**src/rtl/trdb_resync_scheduler_if.sv**
```systemverilog
// Handshake bundle between the trace encoder, the priority module and the resync scheduler.
// Optional late-count port is present only when TRDB_RESYNC_LATE_CNT_EN is defined.
interface trdb_resync_scheduler_if #(
  parameter int COUNTER_W = 16
);
  logic                 trace_enabled_i;
  logic                 packet_emitted_i;
  logic                 mode_valid_i;
  logic                 mode_i;
  logic [COUNTER_W-1:0] threshold_i;
  logic                 force_resync_i;
  logic                 resync_ack_i;
  logic                 resync_req_o;
  logic [COUNTER_W-1:0] count_o;
`ifdef TRDB_RESYNC_LATE_CNT_EN
  logic [COUNTER_W-1:0] late_cnt_o;

  modport master (
    output trace_enabled_i, packet_emitted_i, mode_valid_i, mode_i,
           threshold_i, force_resync_i, resync_ack_i,
    input  resync_req_o, count_o, late_cnt_o
  );

  modport slave (
    input  trace_enabled_i, packet_emitted_i, mode_valid_i, mode_i,
           threshold_i, force_resync_i, resync_ack_i,
    output resync_req_o, count_o, late_cnt_o
  );
`else
  modport master (
    output trace_enabled_i, packet_emitted_i, mode_valid_i, mode_i,
           threshold_i, force_resync_i, resync_ack_i,
    input  resync_req_o, count_o
  );

  modport slave (
    input  trace_enabled_i, packet_emitted_i, mode_valid_i, mode_i,
           threshold_i, force_resync_i, resync_ack_i,
    output resync_req_o, count_o
  );
`endif
endinterface

```
**src/rtl/trdb_resync_scheduler.sv**
```systemverilog
// Resync timer: counts cycles or packets against a programmable threshold and holds a
// resync request until acknowledged. TRDB_RESYNC_LATE_CNT_EN adds a late-acknowledge counter.
module trdb_resync_scheduler #(
  parameter int COUNTER_W    = 16,
  parameter bit DEFAULT_MODE = 1'b0
) (
  input logic                   clk_i,
  input logic                   rst_ni,
  trdb_resync_scheduler_if.slave bus
);

  localparam logic [1:0] IDLE    = 2'd0;
  localparam logic [1:0] COUNT   = 2'd1;
  localparam logic [1:0] PENDING = 2'd2;

  localparam logic [COUNTER_W-1:0] CNT_MAX = '1;

  logic [1:0]           state;
  logic [1:0]           state_next;
  logic [COUNTER_W-1:0] counter;
  logic [COUNTER_W-1:0] counter_next;
  logic                 mode_q;
  logic                 eff_mode;
  logic                 unit;
  logic                 mode_changed;
  logic [COUNTER_W:0]   sum_ext;
  logic [COUNTER_W:0]   thr_ext;
  logic [COUNTER_W-1:0] sum_sat;
  logic                 thr_hit;

  assign eff_mode     = bus.mode_valid_i ? bus.mode_i : DEFAULT_MODE;
  assign unit         = eff_mode ? bus.packet_emitted_i : 1'b1;
  assign mode_changed = (eff_mode != mode_q);

  // One extra bit keeps both the threshold compare and the saturation check free of wrap.
  assign sum_ext = {1'b0, counter} + {{COUNTER_W{1'b0}}, unit};
  assign thr_ext = {1'b0, bus.threshold_i};
  assign sum_sat = sum_ext[COUNTER_W] ? CNT_MAX : sum_ext[COUNTER_W-1:0];
  assign thr_hit = (bus.threshold_i != '0) && (sum_ext >= thr_ext);

  always_comb begin
    state_next   = state;
    counter_next = counter;
    if (!bus.trace_enabled_i) begin
      state_next   = IDLE;
      counter_next = '0;
    end else begin
      case (state)
        IDLE: begin
          state_next   = COUNT;
          counter_next = '0;
        end
        COUNT: begin
          if (bus.force_resync_i) begin
            state_next = PENDING;
          end else if (mode_changed) begin
            counter_next = '0;
          end else if (thr_hit) begin
            state_next = PENDING;
            // A lowered threshold below the current count leaves the count where it was.
            if ({1'b0, counter} < thr_ext) begin
              counter_next = bus.threshold_i;
            end
          end else begin
            counter_next = sum_sat;
          end
        end
        PENDING: begin
          if (bus.resync_ack_i) begin
            state_next   = COUNT;
            counter_next = '0;
          end
        end
        default: begin
          state_next   = IDLE;
          counter_next = '0;
        end
      endcase
    end
  end

  always_ff @(posedge clk_i or negedge rst_ni) begin
    if (!rst_ni) begin
      state   <= IDLE;
      counter <= '0;
      mode_q  <= DEFAULT_MODE;
    end else begin
      state   <= state_next;
      counter <= counter_next;
      mode_q  <= eff_mode;
    end
  end

  assign bus.resync_req_o = (state == PENDING);
  assign bus.count_o      = counter;

`ifdef TRDB_RESYNC_LATE_CNT_EN
  logic [COUNTER_W-1:0] late_cnt;
  logic [COUNTER_W-1:0] late_next;
  logic [COUNTER_W:0]   late_sum;

  assign late_sum = {1'b0, late_cnt} + {{COUNTER_W{1'b0}}, unit};

  // Measures how many units slipped by while the request waited; the ack cycle is excluded.
  always_comb begin
    late_next = late_cnt;
    if (!bus.trace_enabled_i || (state == IDLE)) begin
      late_next = '0;
    end else if ((state == COUNT) && (state_next == PENDING)) begin
      late_next = '0;
    end else if ((state == PENDING) && !bus.resync_ack_i) begin
      late_next = late_sum[COUNTER_W] ? CNT_MAX : late_sum[COUNTER_W-1:0];
    end
  end

  always_ff @(posedge clk_i or negedge rst_ni) begin
    if (!rst_ni) begin
      late_cnt <= '0;
    end else begin
      late_cnt <= late_next;
    end
  end

  assign bus.late_cnt_o = late_cnt;
`endif

endmodule
```
**src/flat_wrapper.sv**
```systemverilog
// flat-port wrapper written by rule: the top's interface ports become plain ports
module trdb_resync_scheduler_flat 
#(
  parameter int COUNTER_W    = 16,
  parameter bit DEFAULT_MODE = 1'b0
)
  (clk_i, rst_ni, bus_trace_enabled_i, bus_packet_emitted_i, bus_mode_valid_i, bus_mode_i, bus_threshold_i, bus_force_resync_i, bus_resync_ack_i, bus_resync_req_o, bus_count_o);
  trdb_resync_scheduler_if #(.COUNTER_W(COUNTER_W)) bus_i ();
  input logic clk_i;
  input logic rst_ni;
  input wire logic [$bits(bus_i.trace_enabled_i)-1:0] bus_trace_enabled_i;
  input wire logic [$bits(bus_i.packet_emitted_i)-1:0] bus_packet_emitted_i;
  input wire logic [$bits(bus_i.mode_valid_i)-1:0] bus_mode_valid_i;
  input wire logic [$bits(bus_i.mode_i)-1:0] bus_mode_i;
  input wire logic [$bits(bus_i.threshold_i)-1:0] bus_threshold_i;
  input wire logic [$bits(bus_i.force_resync_i)-1:0] bus_force_resync_i;
  input wire logic [$bits(bus_i.resync_ack_i)-1:0] bus_resync_ack_i;
  output wire logic [$bits(bus_i.resync_req_o)-1:0] bus_resync_req_o;
  output wire logic [$bits(bus_i.count_o)-1:0] bus_count_o;
  assign bus_i.trace_enabled_i = bus_trace_enabled_i;
  assign bus_i.packet_emitted_i = bus_packet_emitted_i;
  assign bus_i.mode_valid_i = bus_mode_valid_i;
  assign bus_i.mode_i = bus_mode_i;
  assign bus_i.threshold_i = bus_threshold_i;
  assign bus_i.force_resync_i = bus_force_resync_i;
  assign bus_i.resync_ack_i = bus_resync_ack_i;
  assign bus_resync_req_o = bus_i.resync_req_o;
  assign bus_count_o = bus_i.count_o;
  trdb_resync_scheduler #(.COUNTER_W(COUNTER_W), .DEFAULT_MODE(DEFAULT_MODE)) u_core (.clk_i(clk_i), .rst_ni(rst_ni), .bus(bus_i));
endmodule
```
**config.mk**
```make
export PLATFORM = sky130hd
export DESIGN_NAME = trdb_resync_scheduler_flat
export DESIGN_NICKNAME = d
export VERILOG_FILES = /design/src/rtl/trdb_resync_scheduler_if.sv /design/src/rtl/trdb_resync_scheduler.sv /design/src/flat_wrapper.sv
export SDC_FILE = /design/constraint.sdc
export NUM_CORES = 1
export LEC_CHECK = 0
export BUFFER_PORTS_ARGS = -buffer_cell sky130_fd_sc_hd__buf_2
export CORE_UTILIZATION = 57
export DETAILED_ROUTE_END_ITERATION = 8
export PLACE_DENSITY = 0.89
export SYNTH_ARGS = -nofsm -noshare
export SYNTH_HDL_FRONTEND = slang
export SYNTH_SLANG_ARGS = --single-unit
```
**constraint.sdc**
```tcl
create_clock -name clk_i -period 4.2 [get_ports clk_i]
set_input_delay 0.42 -clock clk_i [delete_from_list [all_inputs] [get_ports clk_i]]
set_output_delay 0.42 -clock clk_i [all_outputs]
set_load 0.02 [all_outputs]
```
Word level (Yosys, flattened, before mapping). Cells that the tools add are included.

Eq/ne operators: 8. Magnitude comparators: 2. Reductions and logical operators: 5. Add/subtract/negate cells: 1. Muxes and demuxes: 16.

Operators by type and width (count): 2-to-1 mux 16 bit (7); case mux 16 bit (2 select lines) (1); adder 16 x 1 -> 17 bit (1); greater-or-equal comparator 17 x 16 -> 1 bit (1); < comparator 16 bit (1); nonzero test 16 bit (1); 2-to-1 mux 2 bit (5); != test 3 bit, second input constant (2); case mux 2 bit (3 select lines) (1); AND reduction 3 bit (2); != test 5 x 4 -> 1 bit, second input constant (1); != test 4 x 3 -> 1 bit, second input constant (1); != test 4 bit, second input constant (1); equality test 2 x 1 -> 1 bit, second input constant (1); equality test 2 bit, second input constant (1); zero test 2 bit (1); 2-to-1 mux 1 bit (2); logical AND 1 bit (1); != test 1 bit (1).

Output and inout port bits: 17. Input port bits: 24. Register bits after elaboration: 19. Word-level logic and storage cells: 35.

Depth between registers and ports, before layout. Gate-level depths: netlist (run 1).

Word-level depth: 10. Mapped depth: 16. Gate-level depth less buffers: 14.

Worst setup path before layout (run 1). Ideal clock, no wire load.

Path kind: input-to-reg. Start point: input port bus_mode_valid_i. End point: register u_core.counter[0] (netlist: u_core.bus.count_o[0]). Arrival time: 3630 ps. Cell stages on the path: 15. Data required time: 4104 ps. Setup slack: 474 ps. Library setup time: 96 ps. Buffers on the path: 1. Path through: and2_1 -> nand2b_1 -> ha_1 -> ha_1 -> nand4_2 -> or4_1 -> xnor2_1 -> ha_1 -> a21oi_1 -> nor2b_1 -> o31ai_1 -> nand3_2 -> a211o_1 -> buf_6 -> o32ai_2.

Cells in the longest elaborated chain, start to end: 10. Elaborated cells on any way between the ends: 14. Classes of those cells: 1 x add/sub; 1 x order compare; 2 x eq/ne; 8 x mux; 2 x reduce/logical.

Ends and longest elaborated chain: start, declared (RTL line flat_wrapper.sv:13) `input wire logic [$bits(bus_i.mode_valid_i)-1:0] bus_mode_valid_i;`; 2-to-1 mux 1 bit (*) (RTL line trdb_resync_scheduler.sv:31) `assign eff_mode = bus.mode_valid_i ? bus.mode_i : DEFAULT_MODE;`; 2-to-1 mux 1 bit (RTL line trdb_resync_scheduler.sv:32) `assign unit = eff_mode ? bus.packet_emitted_i : 1'b1;`; adder 16 x 1 -> 17 bit (RTL line trdb_resync_scheduler.sv:36) `assign sum_ext = {1'b0, counter} + {{COUNTER_W{1'b0}}, unit};`; greater-or-equal comparator 17 x 16 -> 1 bit (RTL line trdb_resync_scheduler.sv:39) `assign thr_hit = (bus.threshold_i != '0) && (sum_ext >= thr_ext);`; logical AND 1 bit (RTL line trdb_resync_scheduler.sv:39); 2-to-1 mux 16 bit (RTL line trdb_resync_scheduler.sv:58) `end else if (thr_hit) begin`; 2-to-1 mux 16 bit (RTL line trdb_resync_scheduler.sv:56) `end else if (mode_changed) begin`; 2-to-1 mux 16 bit (RTL line trdb_resync_scheduler.sv:54) `if (bus.force_resync_i) begin`; case mux 16 bit (2 select lines) (RTL line trdb_resync_scheduler.sv:48) `case (state)`; 2-to-1 mux 16 bit (RTL line trdb_resync_scheduler.sv:44) `if (!bus.trace_enabled_i) begin`; end signal, assigned (RTL line trdb_resync_scheduler.sv:89) `counter <= counter_next;`; end, declared (RTL line trdb_resync_scheduler.sv:20) `logic [COUNTER_W-1:0] counter;`.

Every way passes the cells marked *; elsewhere a longest branch is shown, timed or not. The select of a mux whose other input is x is not followed. A chain may end at the register's enable or synchronous reset.

Final worst setup path (run 1).
Start point: input port bus_mode_valid_i. End point: register u_core.counter[2] (netlist: u_core.bus.count_o[2]).

Cells in the longest elaborated chain, start to end: 10. Elaborated cells on any way between the ends: 14. Classes of those cells: 1 x add/sub; 1 x order compare; 2 x eq/ne; 8 x mux; 2 x reduce/logical.

Ends and longest elaborated chain: 2-to-1 mux 1 bit (*) (RTL line trdb_resync_scheduler.sv:31); named net u_core.eff_mode (RTL line trdb_resync_scheduler.sv:23) `logic eff_mode;`; 2-to-1 mux 1 bit (RTL line trdb_resync_scheduler.sv:32); adder 16 x 1 -> 17 bit (RTL line trdb_resync_scheduler.sv:36); greater-or-equal comparator 17 x 16 -> 1 bit (RTL line trdb_resync_scheduler.sv:39); logical AND 1 bit (RTL line trdb_resync_scheduler.sv:39); 2-to-1 mux 16 bit (RTL line trdb_resync_scheduler.sv:58); 2-to-1 mux 16 bit (RTL line trdb_resync_scheduler.sv:56); 2-to-1 mux 16 bit (RTL line trdb_resync_scheduler.sv:54); case mux 16 bit (2 select lines) (RTL line trdb_resync_scheduler.sv:48); 2-to-1 mux 16 bit (RTL line trdb_resync_scheduler.sv:44).

Mark *: on every way through the listed nets, which the timed path passes. The rest lies on a longest branch. The select of a mux whose other input is x is not followed.

==> summary.md, run 1 <==
| Metric | Value |
|---|---|
| Synthesized instance count | 262 |
| Antenna diode count | 0 |
| Core Area | 3690 µm² |
| Post-CTS sizing | 0 |
| CTS tree | yes |
| Status | complete, no violations |
| Part of the power in the clock network | 32.7% |
| RSZ-0062 raised after global routing | no |
| Psw | 130 µW |
| Syn avg cell area | roughly 8.5 µm² |
| CP required | between 4 and 5 ns |
| Buffers added on ports | 40 |
| Num rows | 22 |
| Cts bufs inserted | 3 |
| Vias per cell | roughly 6.4 |
| DR iter-0 viols | approximately 190 |
| Drt pass-1 iters | 5 |
| Async S/R FF share, synth | 100% |
| Sequential fraction of design power | a little under half |
| CTS Root Buffer Type | clkbuf_8 |
| GRT Util Overall | 32.3% |
| Post-synthesis xor/xnor area fraction | roughly 5.5% |
| Clk_lat worst skew | 0.27 ns |
| Int Pwr | 290 µW |
| H-tree depth | 1 |
| ANT nets after route | 0 |
| P&R area growth vs syn | 15.2% |
| Layout cell share with drive strength beyond 1 | 21.7% |
| Crit path capture type | flip-flop |
| Ys Warns | 0 |
| Post-synth top area share | 21.4% |
| Setup violators final | 0 |
| Max IR drop VDD | 0.0928 mV |
| Clock Sinks | 19 |
| Antenna violations before repair | 0 |
| Post-synth top flop | dfrtp_1 |
| WL met3 | 619 µm |
| Slew @ Worst Pin | 0.613 ns |
| IO Pins | 41 |
| Routed WL | around 6200 µm |
| Worst-path fanout max | 9 |
| Adder-Cell Fraction of Synth Area | 19.2% |
| Most frequent cells after synthesis | 38 x inv_1, 34 x ha_1, 22 x nor3_1, 21 x nor2_1, 19 x dfrtp_1 |
| Logic pwr share | 22.1% |
| Pwr Density | 164 nW/µm² |
| TNS Setup | 0 ns |
| Die Y | 64.4 µm |
| CP Class | in2reg |
| Vias | 2,279 |
| Synth Area in Compound Gates | between 20 and 25% |
| First-pass GRT wire length | slightly above 10,000 µm |
| Util after Layout | a little under 70% |
| Max Clk Rate | approximately 260 MHz |
| Multiplexer share of the synthesized area | 2.82% |
| Largest net degree at the start of global routing | 20 |
| CP Data Arrival Time | between 3 and 4 ns |
| Die area | 4150 µm² |
| Routed met2 length | 2960 µm |
| Highest Signal Layer | met4 |
| Switch share | a little under a third |
| Hold Crit Class | in2async |
| Pleak | 1.26 nW |
| Max-Cap Viols | 0 |
| Final net count | 368 |
| Hold buffers post-CTS | 0 |
| Largest family of logic cells by synthesized area | simple AND/OR/NAND/NOR gates |
| Syn Std Cell Area | 2220 µm² |
| Flops & latches, synth | 19 |
| Most frequent cell after synthesis | inv_1 |
| Clock skew | 0.00320 ns |
| DR WL/cell | 17.4 µm |
| Tmin final | 3.82 ns |
| Period utilization | 91.0% |
| HPWL Detailed | 4880 µm |
| Synth top area cells | dfrtp_1 21%, ha_1 19%, inv_1 6.4% |
| Post-synth EDFFs | 0 |
| Distinct cells, synth | between 50 and 60 |
| Postcts setup bufs | 0 |
| Vias in the first global route | 2,187 |
| Initial core utilization | around 60% |
| Metal1 wirelength | around 2500 µm |
| Chip width | 64.4 µm |
| Overflow after GRT | 0 |
| # DRC | 0 |
| Worst rel slew slack | 59.1% |
| Startpoint types | input port |
| Mapped Nets | 320 |
| CTS max path bufs | 2 |
| Clock-pin transition on the worst setup and hold timing paths | 0.08 ns |
| Sequential cell area fraction in the yosys report | 21.4% |
| Slew Viols, Final | 0 |
| Yosys top cell by area | dfrtp_1 |
| Final Hold Vio Count | 0 |
| Global placement routability congestion | 0.912 |
| Post-Synth Simple-Gate Area | between 20% and 30% |
-- final timing paths --
check                           cells past startpoint                           endpoint                              start  slack [ns]
worst max-delay path                               17  u_core.bus.count_o[2]$_DFFE_PN0P_                   bus_mode_valid_i        0.38
worst min-delay path                                1  u_core.bus.count_o[1]$_DFFE_PN0P_                             rst_ni         0.1
worst max register to register                     14  u_core.bus.count_o[2]$_DFFE_PN0P_  u_core.bus.count_o[0]$_DFFE_PN0P_        0.45
worst min register to register                      2  u_core.bus.count_o[0]$_DFFE_PN0P_  u_core.bus.count_o[0]$_DFFE_PN0P_        0.62
max in group asynchronous                           1            u_core.mode_q$_DFF_PN0_                             rst_ni        3.78
min in group clk_i                                  2            u_core.mode_q$_DFF_PN0_                         bus_mode_i        0.45
-- registers in the layout, summed over array words and instances, names as in the netlist --
name / flops
u_core.bus.count_o: 16
u_core.mode_q: 1
u_core.state: 2
-- routing by layer --
metal	global-route usage [%]	up-vias
li1	-	1063
met1	42.9	1059
met2	53.2	138
met3	4.11	19
met4	11.7	0
met5	0	-
-- layout by cell type (no fill, tap or decap), drive strengths merged, types with 2 or more instances in the layout --
cell type / count
a211oi: 4
a21oi: 10
a2bb2oi: 2
and3: 4
buf: 49
clkbuf: 4
dfrtp: 19
ha: 34
inv: 38
mux2: 2
mux2i: 4
nand2: 13
nand2b: 2
nand3: 6
nand4: 9
nor2: 21
nor2b: 2
nor3: 22
nor4: 8
o21a: 2
o21ai: 4
o22ai: 3
o311ai: 3
o32ai: 13
xnor2: 13
-- through the flow --
stage | power, mW | instances | setup slack, ns | instance area (µm²) | hold WS (ns)
floorplan | 0.247 | 262 | 0.474 | 2220 | 0.124
global placement | 0.281 | 353 | 0.352 | 2510 | 0.388
detailed placement | 0.284 | 353 | 0.164 | 2510 | 0.394
CTS | 0.417 | 357 | 0.419 | 2560 | 0.110
global route | 0.438 | 357 | 0.121 | 2560 | 0.130
finish | 0.420 | 357 | 0.377 | 2560 | 0.0995
-- kinds of logic (layout without fill, tap and decap cells) --
kind of cell             after synthesis  in the layout
XOR/XNOR                              14             14
multiplexers                           6              6
AO/OA/AOI/OAI                         52             52
buffers and inverters                 44             91
AND/OR/NAND/NOR                       93             93
adder cells (fa/ha/maj)               34             34
flip-flops                            19             19
-- layout make-up --
class                           count  area (µm²)
Timing Repair Buffer               49         268
Fill cell                         297        1130
Inverter                           38         143
Multi-Input combinational cell    199        1570
Clock buffer                        4        45.0
Tap cell                           48        60.1
Sequential cell                    19         475
-- worst max-delay path, cell delays in order --
cell	delay (ns)
buf_2	0.11
and2_1	0.17
nand2b_1	0.10
ha_1	0.15
ha_1	0.24
nand4_2	0.13
buf_4	0.18
nor3_1	0.19
xnor2_1	0.19
ha_1	0.29
a211oi_1	0.21
nor2_1	0.07
o311ai_1	0.42
and3_1	0.50
buf_4	0.25
nor2_1	0.05
o32ai_1	0.30
-- power groups by stage --
stage / Clock [mW] / Combinational [mW] / Sequential, mW
finish: 0.138 / 0.0930 / 0.190
global route: 0.145 / 0.103 / 0.190
CTS: 0.135 / 0.0919 / 0.190
detailed placement: 0 / 0.0909 / 0.193
global placement: 0 / 0.0878 / 0.193
floorplan: 0 / 0.0531 / 0.194
No activity file was read; power rests on OpenSTA's default activity.
==> run 2, diff against run 1 <==
PLACE_DENSITY = unset   (was 0.89)
PLACE_DENSITY_LB_ADDON = 0.05   (was unset)
==> run 2 against run 1 <==
Non-clock buffer count did not move. Utilization barely moved. Combinational power fell by 2%. Fmax rose by 1.9%. Worst hold slack got worse by 0.0060 ns. Setup slack improved by 0.071 ns. Die area did not move. Largest cell class unchanged. Routed wire length fell by 4.0%. Final cell count did not move. Global-route usage fell by 1.4 points.
==> summary.md, run 2 (synthesis gave the netlist of run 1 again) <==
| Metric | Value |
|---|---|
| Worst-path fanout max | 15 |
| Period utilization | ~89% |
| Pleak | ~1.3 nW |
| Slew Viols, Final | 0 |
| Switch share | 31.2% |
| Psw | 131 µW |
| CP Class | in2reg |
| Initial core utilization | 60.2% |
| CTS tree | yes |
| # DRC | 0 |
| Commonest non-fill, non-tap cell in the layout | buf_2 |
| Pwr Density | between 150 and 200 nW/µm² |
| P&R area growth vs syn | 15.3% |
| Vias per cell | a little over 6 |
| Die area | 4150 µm² |
| Startpoint types | input port |
| Number of flip-flops in the largest register | 16 |
| DR WL/cell | ~17 µm |
| Vias in the first global route | 1,999 |
| Global placement routability congestion | 0.947 |
| Clock-pin transition on the worst setup and hold timing paths | 0.08 ns |
| Cts bufs inserted | 3 |
| First-pass GRT wire length | 9760 µm |
| ANT nets after route | 0 |
| Sequential fraction of design power | 45.2% |
| Int Pwr | roughly 290 µW |
| Worst rel slew slack | 54.1% |
| Postcts setup bufs | 0 |
| Die Y | 64.4 µm |
| DR iter-0 viols | about 120 |
| Layout cell share with drive strength beyond 1 | approximately 22% |
| Fillcell total | about 330 |
| Tmin final | 3.75 ns |
| Routed WL | 5960 µm |
| Overflow after GRT | 0 |
| Setup violators final | 0 |
| Max-Cap Viols | 0 |
| Clock Sinks | 19 |
| Largest net degree at the start of global routing | 20 |
| Max Clk Rate | 267 MHz |
| Slew @ Worst Pin | 0.689 ns |
| Final net count | 368 |
| CTS Root Buffer Type | clkbuf_8 |
| Post-CTS sizing | 0 |
| Buffers added on ports | 40 |
| FF/Latch Area | 475 µm² |
| Logic pwr share | 21.7% |
| Setup slack, reg-to-reg | around 0.50 ns |
| IO Pins | 41 |
| H-tree depth | 1 |
| TNS Setup | 0 ns |
| Status | complete, no violations |
| Final Hold Vio Count | 0 |
| Max IR drop VDD | 0.133 mV |
| Clk_lat worst skew | 0.27 ns |
| Core Area | between 3000 and 4000 µm² |
| RSZ-0062 raised after global routing | no |
| Hold Crit Class | in2async |
| Vias | 2,165 |
| Drt pass-1 iters | 4 |
| Clock skew | 0.00365 ns |
| Crit path capture type | flip-flop |
| Num rows | 22 |
| Part of the power in the clock network | 33.1% |
| Antenna violations before repair | 0 |
| Hold buffers post-CTS | 0 |
| HPWL Detailed | 4730 µm |
| CP required | between 4 and 5 ns |
| Footprint of the multi-input gates | 1570 µm² |
| GRT Util Overall | between 30% and 40% |
| CP Data Arrival Time | 3.92 ns |
| CTS max path bufs | 2 |
| Antenna diode count | 0 |
| Chip width | around 64 µm |
| Commonest non-fill, non-tap cells in the layout | 40 x buf_2, 38 x inv_1, 34 x ha_1, 22 x nor3_1, 21 x nor2_1 |
| Util after Layout | 69.4% |
run 2: changes by cell type in the layout (fill, tap and decap cells not counted), sizes merged:
cell,before,now
clkbuf,4,3
clkinv,0,1
run 2: final timing paths:
check                                                       start                                  to  depth (start not counted)
max in group asynchronous                                  rst_ni  u_core.bus.count_o[11]$_DFFE_PN0P_                          1
worst max-delay path                             bus_mode_valid_i   u_core.bus.count_o[3]$_DFFE_PN0P_                         15
worst min-delay path                                       rst_ni  u_core.bus.count_o[13]$_DFFE_PN0P_                          1
min in group clk_i                                     bus_mode_i             u_core.mode_q$_DFF_PN0_                          2
worst min register to register  u_core.bus.count_o[0]$_DFFE_PN0P_   u_core.bus.count_o[0]$_DFFE_PN0P_                          2
worst max register to register  u_core.bus.count_o[0]$_DFFE_PN0P_   u_core.bus.count_o[3]$_DFFE_PN0P_                         12
run 2: worst max-delay path, stage by stage:
cell      delay (ns)
buf_2           0.11
and2_1          0.16
nand2b_1        0.10
ha_1            0.16
ha_1            0.25
nand4_2         0.13
or4_1           0.54
xnor2_1         0.16
ha_1            0.30
a21oi_1         0.15
nor2b_1         0.06
o31ai_1         0.31
nand3_2         0.11
a211o_1         0.58
o32ai_1         0.37
run 2: power groups by stage:
stage | registers, mW | logic, mW | clock network (mW)
after floorplan | 0.194 | 0.0531 | 0
after global placement | 0.193 | 0.0890 | 0
after detailed placement | 0.193 | 0.0901 | 0
after CTS | 0.189 | 0.0904 | 0.142
after global routing | 0.190 | 0.101 | 0.145
final | 0.190 | 0.0910 | 0.139
run 2: stage by stage:
stage               instance area [µm²]  instances  hold WS [ns]  worst slack [ns]  power (mW)
global route                       2560        357         0.131            0.0650       0.436
CTS                                2560        357         0.109             0.441       0.422
detailed placement                 2510        353         0.402             0.145       0.283
floorplan                          2220        262         0.124             0.474       0.247
finish                             2560        357        0.0935             0.448       0.419
global placement                   2510        353         0.399             0.259       0.282
run 2: layout make-up:
cell class,instances,share of cell area [%]
multi-input combinational,199,61.2
tap,48,2.35
clock inverter,1,0.196
clock buffer,3,1.61
sequential,19,18.6
inverter,38,5.57
timing repair buffer,49,10.5
run 2: layer usage:
layer / vias up / track usage, % / routed length [µm]
met3: 12 / 3.21 / 384
met4: 0 / 11.9 / 121
met1: 1011 / 42.0 / 2730
li1: 1063 / - / -
met5: - / 0 / 0
met2: 79 / 49.7 / 2730
==> run 3, diff against run 2 <==
CORE_ASPECT_RATIO = 0.75   (was unset)
==> run 3 against run 2 <==
Non-clock buffer count up 1. Combinational power about the same. Final cell count up 1.4%. Utilization up 0.38 points. First-iteration DRC count up 23%. Power about the same. Sequential share of layout area down 0.081 points. Clock skew down 0.0016 ns. Highest routed layer unchanged.
==> summary.md, run 3 (synthesis gave the netlist of run 1 again) <==
| Metric | Value |
|---|---|
| Status | complete, no violations |
| Commonest non-fill, non-tap cells in the layout | 40 x buf_2, 38 x inv_1, 34 x ha_1, 22 x nor3_1, 21 x nor2_1 |
| Int Pwr | approximately 290 µW |
| Post-CTS sizing | 0 |
| CTS Root Buffer Type | clkbuf_8 |
| Crit path capture type | flip-flop |
| Worst rel slew slack | between 50% and 60% |
| TNS Setup | 0 ns |
| Startpoint types | input port |
| Setup violators final | 0 |
| Switch share | a little under a third |
| Slew Viols, Final | 0 |
| CP required | 4.37 ns |
| Pwr Density | 163 nW/µm² |
| Pleak | approximately 1.3 nW |
| Hold Crit Class | in2async |
| Layout cell share with drive strength beyond 1 | 21.9% |
| Tmin final | 3.83 ns |
| Die Y | 56.0 µm |
| Slew @ Worst Pin | 0.710 ns |
| Logic pwr share | a little over a fifth |
| DR WL/cell | 16.4 µm |
| Chip width | 74.1 µm |
| Final Hold Vio Count | 0 |
| Hold WS | a little over 0.09 ns |
| Core Area | 3680 µm² |
| Initial core utilization | 60.2% |
| Vias in the first global route | 2,016 |
| HPWL Detailed | 4710 µm |
| Postcts setup bufs | 0 |
| Max IR drop VDD | 0.141 mV |
| Clk_lat worst skew | 0.27 ns |
| Global placement routability congestion | around 0.9 |
| Buffers added on ports | 40 |
| Sequential fraction of design power | 45.2% |
| # DRC | 0 |
| P&R area growth vs syn | 15.8% |
| Finished Cell Area | 2570 µm² |
| GRT Util Overall | between 30% and 40% |
| CTS max path bufs | 2 |
| Clock Sinks | 19 |
| CP Data Arrival Time | 4.01 ns |
| Antenna violations before repair | 0 |
| Largest net degree at the start of global routing | 20 |
| Final net count | 369 |
| Psw | 129 µW |
| Worst setup margin | 0.365 ns |
| Overflow after GRT | 0 |
| First-pass GRT wire length | ~9900 µm |
| H-tree depth | 1 |
| Max Clk Rate | around 260 MHz |
| Vias | 2,128 |
| Hold buffers post-CTS | 0 |
| Post-DP Area | 2520 µm² |
| Vias per cell | 5.88 |
| Clock skew | 0.00207 ns |
| CP Class | in2reg |
| Num rows | 19 |
| Fillcell total | 315 |
| Number of flip-flops in the largest register | 16 |
| Cts bufs inserted | 3 |
| Part of the power in the clock network | 33.1% |
| Routed WL | 5950 µm |
| Antenna diode count | 0 |
| Die area | just over 4000 µm² |
| DR iter-0 viols | 144 |
| Period utilization | 91.3% |
| IO Pins | 41 |
| Clock-pin transition on the worst setup and hold timing paths | 0.08 ns |
| Max-Cap Viols | 0 |
| Worst-path fanout max | 15 |
| Dpl ws | 0.126 ns |
| RSZ-0062 raised after global routing | no |
| Drt pass-1 iters | 4 |
| Commonest non-fill, non-tap cell in the layout | buf_2 |
| ANT nets after route | 0 |
| CTS tree | yes |
[run 3: cell count changes in the layout (fill, tap and decap cells not counted), sizes merged]
cell and change:
buf +1, clkbuf +1, clkinv -1
[run 3: path summary, 6_finish.rpt]
kind	start	end	slack (ns)	depth (start not counted)
setup / recovery	bus_mode_valid_i	u_core.bus.count_o[2]$_DFFE_PN0P_	0.37	15
hold / removal	rst_ni	u_core.state[1]$_DFFE_PN0P_	0.09	1
setup reg to reg	u_core.bus.count_o[0]$_DFFE_PN0P_	u_core.bus.count_o[2]$_DFFE_PN0P_	0.42	12
hold reg to reg	u_core.bus.count_o[0]$_DFFE_PN0P_	u_core.bus.count_o[0]$_DFFE_PN0P_	0.63	2
max in group asynchronous	rst_ni	u_core.bus.count_o[3]$_DFFE_PN0P_	3.79	1
min in group clk_i	bus_mode_i	u_core.mode_q$_DFF_PN0_	0.40	2
[run 3: worst max-delay path, cell delays in order]
cell,delay [ns]
buf_2,0.11
and2_1,0.16
nand2b_1,0.10
ha_1,0.16
ha_1,0.19
nand4_2,0.20
or4_1,0.58
xnor2_1,0.16
ha_1,0.31
a21oi_1,0.15
nor2b_1,0.07
o31ai_1,0.32
nand3_2,0.12
a211o_1,0.59
o32ai_1,0.37
[run 3: power groups by stage]
| stage | logic (mW) | clock network (mW) | registers (mW) |
|---|---|---|---|
| finish | 0.0913 | 0.139 | 0.190 |
| global placement | 0.0887 | 0 | 0.193 |
| floorplan | 0.0531 | 0 | 0.194 |
| detailed placement | 0.0901 | 0 | 0.193 |
| CTS | 0.0908 | 0.141 | 0.190 |
| global route | 0.102 | 0.146 | 0.190 |
[run 3: final cells by class]
class / instances / area (µm²) / area share (%)
multi-input cells: 199 / 1570 / 61.0
flip-flops and latches: 19 / 475 / 18.5
repair buffers: 50 / 275 / 10.7
inverters: 38 / 143 / 5.55
well taps: 52 / 65.1 / 2.53
clock buffers: 4 / 45.0 / 1.75
[run 3: metrics by stage]
step	total power [mW]	utilization [%]	cells
final	0.420	69.7	362
after global routing	0.438	69.7	362
after CTS	0.421	69.7	362
after detailed placement	0.283	68.5	358
after global placement	0.282	68.5	358
after floorplan	0.247	-	262
[run 3: layer usage]
layer	wire (µm)	track usage, %
met2	2480	45.6
met4	63	7.14
met5	0	0
met3	460	7.97
met1	2940	47.0
